$ cat src/rtl/seq_det_pkg.sv
// Shared types and helpers for the sequence stimulus shifter and detector.
// State typedef, default widths and pattern-length normalisation.
package seq_det_pkg;

    typedef enum logic {
        IDLE,
        SHIFT
    } seq_state_t;

    localparam int SEQ_WIDTH = 16;
    localparam int SEQ_LEN_W = 5;

    // 0 selects the full width; anything above the width is clamped to it.
    function automatic int unsigned seq_norm_len(input int unsigned len, input int unsigned width);
        if (len == 0 || len > width)
            return width;
        return len;
    endfunction

endpackage

$ cat src/rtl/seq_bit_counter.sv
// Loadable down-counter tracking bits left and bits emitted in a pass.
// last is high while the bit currently on the line is the final one.
module seq_bit_counter
    import seq_det_pkg::*;
#(
    parameter int LEN_W = SEQ_LEN_W
) (
    input  logic             clk,
    input  logic             reset,
    input  logic             clear,
    input  logic             load,
    input  logic             step,
    input  logic [LEN_W-1:0] len,
    output logic [LEN_W-1:0] remaining,
    output logic [LEN_W-1:0] bit_idx,
    output logic             last
);

    // A load already accounts for the first bit being presented.
    always_ff @(posedge clk) begin
        if (reset || clear) begin
            remaining <= '0;
            bit_idx   <= '0;
        end else if (load) begin
            remaining <= len - LEN_W'(1);
            bit_idx   <= LEN_W'(1);
        end else if (step && remaining != '0) begin
            remaining <= remaining - LEN_W'(1);
            bit_idx   <= bit_idx + LEN_W'(1);
        end
    end

    assign last = (remaining == '0);

endmodule

$ cat src/rtl/seq_stimulus_shifter.sv
// Serial MSB-first pattern source feeding the sequence detector X input.
// Define SEQ_SHIFT_LOOP_EN to add the loop port for gapless pattern replay.
module seq_stimulus_shifter
    import seq_det_pkg::*;
#(
    parameter int WIDTH = SEQ_WIDTH,
    parameter int LEN_W = SEQ_LEN_W
) (
    input  logic             clk,
    input  logic             reset,
    input  logic             load_valid,
    output logic             load_ready,
    input  logic [WIDTH-1:0] load_data,
    input  logic [LEN_W-1:0] load_len,
    input  logic             abort,
`ifdef SEQ_SHIFT_LOOP_EN
    input  logic             loop,
`endif
    output logic             X,
    output logic             busy,
    output logic [LEN_W-1:0] bit_idx,
    output logic             done
);

    seq_state_t       state, next_state;
    logic [WIDTH-1:0] shreg, patreg, aligned;
    logic [LEN_W-1:0] len_n, len_reg, ctr_len, remaining;
    logic             last, accept, reload, ending, step, loop_en;

`ifdef SEQ_SHIFT_LOOP_EN
    assign loop_en = loop;
`else
    assign loop_en = 1'b0;
`endif

    assign len_n   = LEN_W'(seq_norm_len(32'(load_len), WIDTH));
    assign aligned = load_data << (WIDTH - int'(len_n));

    always_comb begin
        next_state = state;
        accept     = 1'b0;
        reload     = 1'b0;
        ending     = 1'b0;
        case (state)
            IDLE: begin
                if (load_valid) begin
                    accept     = 1'b1;
                    next_state = SHIFT;
                end
            end
            SHIFT: begin
                if (abort) begin
                    ending     = 1'b1;
                    next_state = IDLE;
                end else if (last) begin
                    if (loop_en) begin
                        reload = 1'b1;
                    end else begin
                        ending     = 1'b1;
                        next_state = IDLE;
                    end
                end
            end
            default: next_state = IDLE;
        endcase
    end

    assign step    = (state == SHIFT) && !ending && !reload;
    assign ctr_len = accept ? len_n : len_reg;

    seq_bit_counter #(.LEN_W(LEN_W)) u_counter (
        .clk       (clk),
        .reset     (reset),
        .clear     (ending),
        .load      (accept || reload),
        .step      (step),
        .len       (ctr_len),
        .remaining (remaining),
        .bit_idx   (bit_idx),
        .last      (last)
    );

    // X is registered: the first bit is placed on X by the accepting edge,
    // so shreg keeps only the bits still to come.
    always_ff @(posedge clk) begin
        if (reset) begin
            state   <= IDLE;
            X       <= 1'b0;
            shreg   <= '0;
            patreg  <= '0;
            len_reg <= '0;
        end else begin
            state <= next_state;
            if (accept) begin
                X       <= aligned[WIDTH-1];
                shreg   <= aligned << 1;
                patreg  <= aligned;
                len_reg <= len_n;
            end else if (reload) begin
                X     <= patreg[WIDTH-1];
                shreg <= patreg << 1;
            end else if (ending) begin
                X     <= 1'b0;
                shreg <= '0;
            end else if (state == SHIFT) begin
                X     <= shreg[WIDTH-1];
                shreg <= shreg << 1;
            end
        end
    end

    assign busy       = (state == SHIFT);
    assign load_ready = (state == IDLE);
    assign done       = busy && last;

endmodule

$ cat config.mk
export PLATFORM = sky130hd
export DESIGN_NAME = seq_stimulus_shifter
export DESIGN_NICKNAME = d
export VERILOG_FILES = /design/src/rtl/seq_det_pkg.sv /design/src/rtl/seq_bit_counter.sv /design/src/rtl/seq_stimulus_shifter.sv
export SDC_FILE = /design/constraint.sdc
export NUM_CORES = 1
export LEC_CHECK = 0
export CAP_MARGIN = 20
export CORE_AREA = 2 2 82 84
export CTS_CLUSTER_DIAMETER = 30
export DETAILED_ROUTE_END_ITERATION = 8
export DIE_AREA = 0 0 84 86
export DONT_BUFFER_PORTS = 1
export GPL_TIMING_DRIVEN = 0
export PLACE_DENSITY = 0.54
export SYNTH_ARGS = -nofsm -noshare
export SYNTH_HDL_FRONTEND = slang
export SYNTH_SLANG_ARGS = --single-unit
$ cat constraint.sdc
create_clock -name clk -period 4.9 [get_ports clk]
set_clock_uncertainty 0.05 [all_clocks]
set_input_delay 0.98 -clock clk [delete_from_list [all_inputs] [get_ports clk]]
set_output_delay 0.98 -clock clk [all_outputs]
set_load 0.005 [all_outputs]
==> results of run 1 <==
==> area by class of cell <==
class	instances	area (sq um)	area share (%)
flip-flops and latches	27	540.5	23.67
multi-input cells	194	1450	63.51
plain buffers	20	132.6	5.808
inverters	5	18.77	0.8219
well taps	77	96.34	4.219
clock buffers	4	45.04	1.973
==> where the power goes <==
| part | internal (mW) | total [mW] | switching [mW] | leakage, nW |
|---|---|---|---|---|
| Combinational | 0.0992 | 0.227 | 0.128 | 0.646 |
| Sequential | 0.234 | 0.246 | 0.0126 | 0.220 |
| Clock | 0.0582 | 0.125 | 0.0671 | 0.0228 |
==> path summary, 6_finish.rpt <==
| check | start | end | slack [ps] | depth (start not counted) |
|---|---|---|---|---|
| max | load_len[0] | shreg[14] | 490 | 16 |
| min | u_counter.remaining[3] | u_counter.remaining[3] | 450 | 2 |
| max reg2reg | u_counter.remaining[0] | u_counter.bit_idx[4] | 2870 | 7 |
| min reg2reg | u_counter.remaining[3] | u_counter.remaining[3] | 450 | 2 |
==> registers in the layout, summed over array words and instances (netlist names) <==
register / flops
X: 1
busy: 1
shreg: 15
u_counter.bit_idx: 5
u_counter.remaining: 5
==> cell families (layout without fill, tap and decap cells) <==
logic type | Yosys count | after routing | share of synthesized area (%)
AO/OA/AOI/OAI | 66 | 66 | 22.02
XOR/XNOR | 9 | 9 | 4.907
adder cells (fa/ha/maj) | 4 | 4 | 2.337
buffers and inverters | 25 | 29 | 7.068
flip-flops | 27 | 27 | 25.23
multiplexers | 38 | 38 | 20.39
AND/OR/NAND/NOR | 77 | 77 | 18.05
==> worst min-delay path: stages (launching register included) <==
cell     delay, ps
dfxtp_1        330
o31ai_1         70
a21oi_1         60
==> layer usage <==
layer | track usage [%] | wire length (microns) | vias up
li1 | - | - | 931
met1 | 20.70 | 2675 | 902
met2 | 27.05 | 2673 | 49
met3 | 4.042 | 276 | 4
met4 | 1.906 | 45 | 0
met5 | 0 | 0 | -
==> cell usage in the layout, fill, tap and decap left out, drive strengths merged, types with 5 or more instances in the layout <==
cell    count
mux2i      32
dfxtp      27
nor2       26
nand2      17
buf        14
a21oi      13
clkbuf     10
o21ai       9
a22oi       9
nor3        7
inv         5
xor2        5
==> stage by stage <==
step           util, %  instances  instance area [sq um]  hold slack, ps
6_report         36.38        327                   2283           448.5
2_1_floorplan        -        246                   2142           406.9
3_5_place_dp     35.66        323                   2238           434.6
4_1_cts          36.38        327                   2283           448.4
5_1_grt          36.38        327                   2283           479.1
3_3_place_gp     35.66        323                   2238           427.7
==> reports/metrics.yaml, run 1 <==
synth:
  ys_seq_elements: 27
  synth_nets: 275
  synth.cell_area_sq_mm: 0.002142
  ys_async_sr_fraction_pct: 0
  yosysTopAreaCell: "dfxtp_1"
  synth_cell_types: 59
  synth_most_common_cell: "mux2i_1"
  yosysSeqAreaShare_pct: 25.23
  synth-edff-count: 0
  netlist_instances: 246
  syn_avg_cell_area_sq_um: 8.708
  yosys_warnings: 0
  yosys-top-cells-area: "dfxtp_1 25%, mux2i_1 14%, nor2_1 4.6%, mux4_2 4.2%, a22oi_1 3.2%"
  yosys-top-cells-count: "31 x mux2i_1, 27 x dfxtp_1, 26 x nor2_1, 16 x nand2_1, 13 x a21oi_1"
  synthDominantCellAreaShare_pct: 25.23
  synth_ff_type: "dfxtp_1"
global_route:
  grt-ovfl-total: 0
  grt_usage_pct: 15.78
  grt_first_pass_wirelength_microns: 9301
  grt_pass1_vias: 1902
  grt_start_max_net_pins: 15
  antenna_found_initial: 0
clocking:
  cts_tree: "built"
  cts_buffers: 3
  clockBufferDepth: 2
  post_cts_buffers: 0
  clock-sinks: 27
  cts-root-buf: "clkbuf_8"
  cts_resized: 0
  cts_hold_buf: 0
  clk_latency_ps: 270
  cts_max_level: 1
  clk_pin_slew_ps: 90
detailed_routing:
  ant_nets: 0
  post_drt_wl_per_cell_microns: 17.34
  drc_errors: 0
  drt-initial-drc-count: 109
  routed-via-count: 1886
  wl_microns: 5670
  first_pass_iters: 5
  vias_per_cell: 5.768
setup_path:
  cp_slowest_cell: "nor4_2"
  worstSetupStartpointType: "input port"
  worstPathRequired_ps: 5000
  critPathMaxFanout: 10
  cp_cell_sequence: "nor4_2 > inv_1 > ha_1 > buf_4 > nor2b_1 > buf_2 > inv_1 > buf_2 > ha_1 > clkbuf_1 > inv_1 > buf_2 > mux2i_1 > mux2_2 > a221oi_1 > a211oi_1"
  crit_family: "buffers and inverters"
  crit_buf_inv: 8
  crit_type: "input port to flop"
  critPathArrivalTime_ps: 4510
  cp-end-kind: "flop"
  slowest_delay_ps: 440
placed_design:
  pre_cts_ws_ps: 254.9
  port_buffers: 0
  place_congestion: 0.8180
  dp_hpwl_microns: 4442
job:
  drv_cap: 0
outcome:
  outcome: "finished, final reports clean"
floorplan:
  die_x_microns: 84
  start_util_pct: 34.12
  core_area_sq_mm: 0.006277
  fp-row-count: 29
  io_pins: 34
  chipHeight_microns: 86
  die_area_sq_mm: 0.007224
timing:
  worstMarginPinSlew_ps: 686.8
  grt_setup_unrepaired: "no"
  setup_tns_ps: 0
  period_share_pct: 89.96
  setup_viol: 0
  finalMaxSlewViolations: 0
  period_minus_slack_ps: 4408
  max_freq_mhz: 226.9
  slew_headroom_pct: 54.05
  setup_ws_ps: 491.8
  hold_violations: 0
power:
  power.density_mw_per_mm2: 262.1
  p_leak_nw: 0.8889
  vdd_ir_drop_max_mv: 0.1204
  p_total_mw: 0.5985
final_layout:
  layout-drive-gt1-share_pct: 12.00
  num_antenna_cells: 0
  nets: 280
  nFillCells: 663
  syn2layout_area_growth_pct: 6.600
hold_path:
  holdCritPathClass: "flop to flop"
Note: power is estimated with default switching activity, not from simulation.
==> run 2: changes to the inputs <==
--- a/config.mk
+++ b/config.mk
@@ -6,13 +6,13 @@
 export NUM_CORES = 1
 export LEC_CHECK = 0
 export CAP_MARGIN = 20
-export CORE_AREA = 2 2 82 84
+export CORE_AREA = 2 2 66 68
 export CTS_CLUSTER_DIAMETER = 30
 export DETAILED_ROUTE_END_ITERATION = 8
-export DIE_AREA = 0 0 84 86
+export DIE_AREA = 0 0 68 70
 export DONT_BUFFER_PORTS = 1
 export GPL_TIMING_DRIVEN = 0
-export PLACE_DENSITY = 0.54
+export PLACE_DENSITY = 0.74
 export SYNTH_ARGS = -nofsm -noshare
 export SYNTH_HDL_FRONTEND = slang
 export SYNTH_SLANG_ARGS = --single-unit
==> run 2 against run 1 <==
Routed wire length down 6.8%. Non-clock buffer count unchanged. Final area down 1.2%. Worst hold slack about the same. Global-route usage up 7.7 points. Critical path depth unchanged. Fmax about the same.
==> reports/metrics.yaml, run 2 (synthesis results as in run 1) <==
floorplan:
  die_x_microns: 68
  core_area_sq_mm: 0.004144
  fp-row-count: 24
  io_pins: 34
  start_util_pct: 51.69
  die_area_sq_mm: 0.004760
  chipHeight_microns: 70
final_layout:
  fin_cells: 302
  largest_reg_flops: 15
  layout-drive-gt1-share_pct: 12.40
  final_common_cell: "mux2i_1"
  postLayoutCoreUtil_pct: 54.44
  nets: 280
  num_antenna_cells: 0
  final_cell_mix: "31 x mux2i_1, 27 x dfxtp_1, 26 x nor2_1"
  syn2layout_area_growth_pct: 5.315
  largest-register: "shreg"
  nFillCells: 384
  top_regs: "shreg: 15 flops, u_counter.bit_idx: 5 flops, u_counter.remaining: 5 flops"
detailed_routing:
  first_pass_iters: 6
  drt-initial-drc-count: 126
  post_drt_wl_per_cell_microns: 17.50
  routed-via-count: 1914
  ant_nets: 0
  vias_per_cell: 6.338
  drc_errors: 0
  wl_microns: 5286
clocking:
  cts_resized: 0
  cts_hold_buf: 0
  clockBufferDepth: 2
  cts-root-buf: "clkbuf_8"
  post_cts_buffers: 0
  clk_pin_slew_ps: 100
  cts_max_level: 1
  clk_latency_ps: 280
  cts_tree: "built"
  cts_buffers: 3
  clock-sinks: 27
hold_path:
  holdCritPathClass: "flop to flop"
timing:
  slew_headroom_pct: 54.72
  setup_tns_ps: 0
  setup_viol: 0
  period_minus_slack_ps: 4412
  hold_violations: 0
  period_share_pct: 90.04
  finalMaxSlewViolations: 0
  holdWs_ps: 448.8
  max_freq_mhz: 226.7
  worstMarginPinSlew_ps: 676.7
  grt_setup_unrepaired: "no"
job:
  drv_cap: 0
setup_path:
  critPathArrivalTime_ps: 4520
  crit_type: "input port to flop"
  worstSetupStartpointType: "input port"
  cp-end-kind: "flop"
  slowest_delay_ps: 460
  worstPathRequired_ps: 5010
  cp_slowest_cell: "nor4_2"
  cp_cell_sequence: "nor4_2 > inv_1 > ha_1 > buf_4 > nor2b_1 > buf_2 > inv_1 > buf_2 > ha_1 > buf_4 > or3b_1 > a32o_1 > and3_1 > buf_6 > a221oi_1 > a211oi_1"
  critPathMaxFanout: 10
placed_design:
  port_buffers: 0
  dp_hpwl_microns: 4139
  dp_cells: 298
  place_congestion: 0.8736
outcome:
  outcome: "finished, final reports clean"
global_route:
  grt-ovfl-total: 0
  antenna_found_initial: 0
  grt_usage_pct: 23.47
  grt_start_max_net_pins: 17
  grt_first_pass_wirelength_microns: 8652
  grt_pass1_vias: 1793
power:
  p_leak_nw: 0.8878
  vdd_ir_drop_max_mv: 0.1256
  power.density_mw_per_mm2: 267.9
  p_total_mw: 0.6044
==> run 2: cell count changes in the layout (fill, tap and decap cells not counted), sizes merged <==
cell | before | now
clkbuf | 10 | 9
clkinvlp | 0 | 1
==> run 2: cell type report <==
cell class / count / area (sq um) / share of cell area, %
inverter: 5 / 18.77 / 0.8319
buffer: 20 / 132.6 / 5.879
clock buffer: 3 / 41.29 / 1.830
clock inverter: 1 / 7.507 / 0.3328
tap: 52 / 65.06 / 2.884
multi-input combinational: 194 / 1450 / 64.28
sequential: 27 / 540.5 / 23.96
==> run 2: path summary, 6_finish.rpt <==
check	start	endpoint	slack [ps]	cells past startpoint
hold reg to reg	u_counter.remaining[3]	u_counter.remaining[3]	450	2
setup / recovery	load_len[0]	X	490	16
setup reg to reg	u_counter.remaining[0]	shreg[15]	2870	7
hold / removal	u_counter.remaining[3]	u_counter.remaining[3]	450	2
==> run 2: per-layer routing <==
layer / global-route usage, % / vias up / part of all wire [%]
met5: 0 / - / 0
met4: 3.556 / 0 / 0.78
met3: 3.543 / 6 / 5.8
met2: 38.30 / 68 / 48
met1: 33.03 / 905 / 45
li1: - / 935 / -
==> run 2: worst max-delay path: cells and delay by family <==
| kind | cells | cell delay [ps] |
|---|---|---|
| AO/OA/AOI/OAI | 3 | 760 |
| adder cells (fa/ha/maj) | 2 | 490 |
| buffers and inverters | 7 | 1190 |
| AND/OR/NAND/NOR | 4 | 1090 |
==> run 2: through the flow <==
stage	worst slack, ps	instance area [sq um]
CTS	536.9	2256
global route	152.5	2256
global placement	295.0	2207
finish	488.0	2256
detailed placement	245.3	2207
floorplan	767.9	2142
==> run 2: power by group <==
part	internal, mW	switching (mW)	leakage (nW)
registers	0.234	0.0122	0.220
logic	0.0991	0.127	0.646
clock network	0.0579	0.0745	0.0217
total	0.391	0.214	0.888
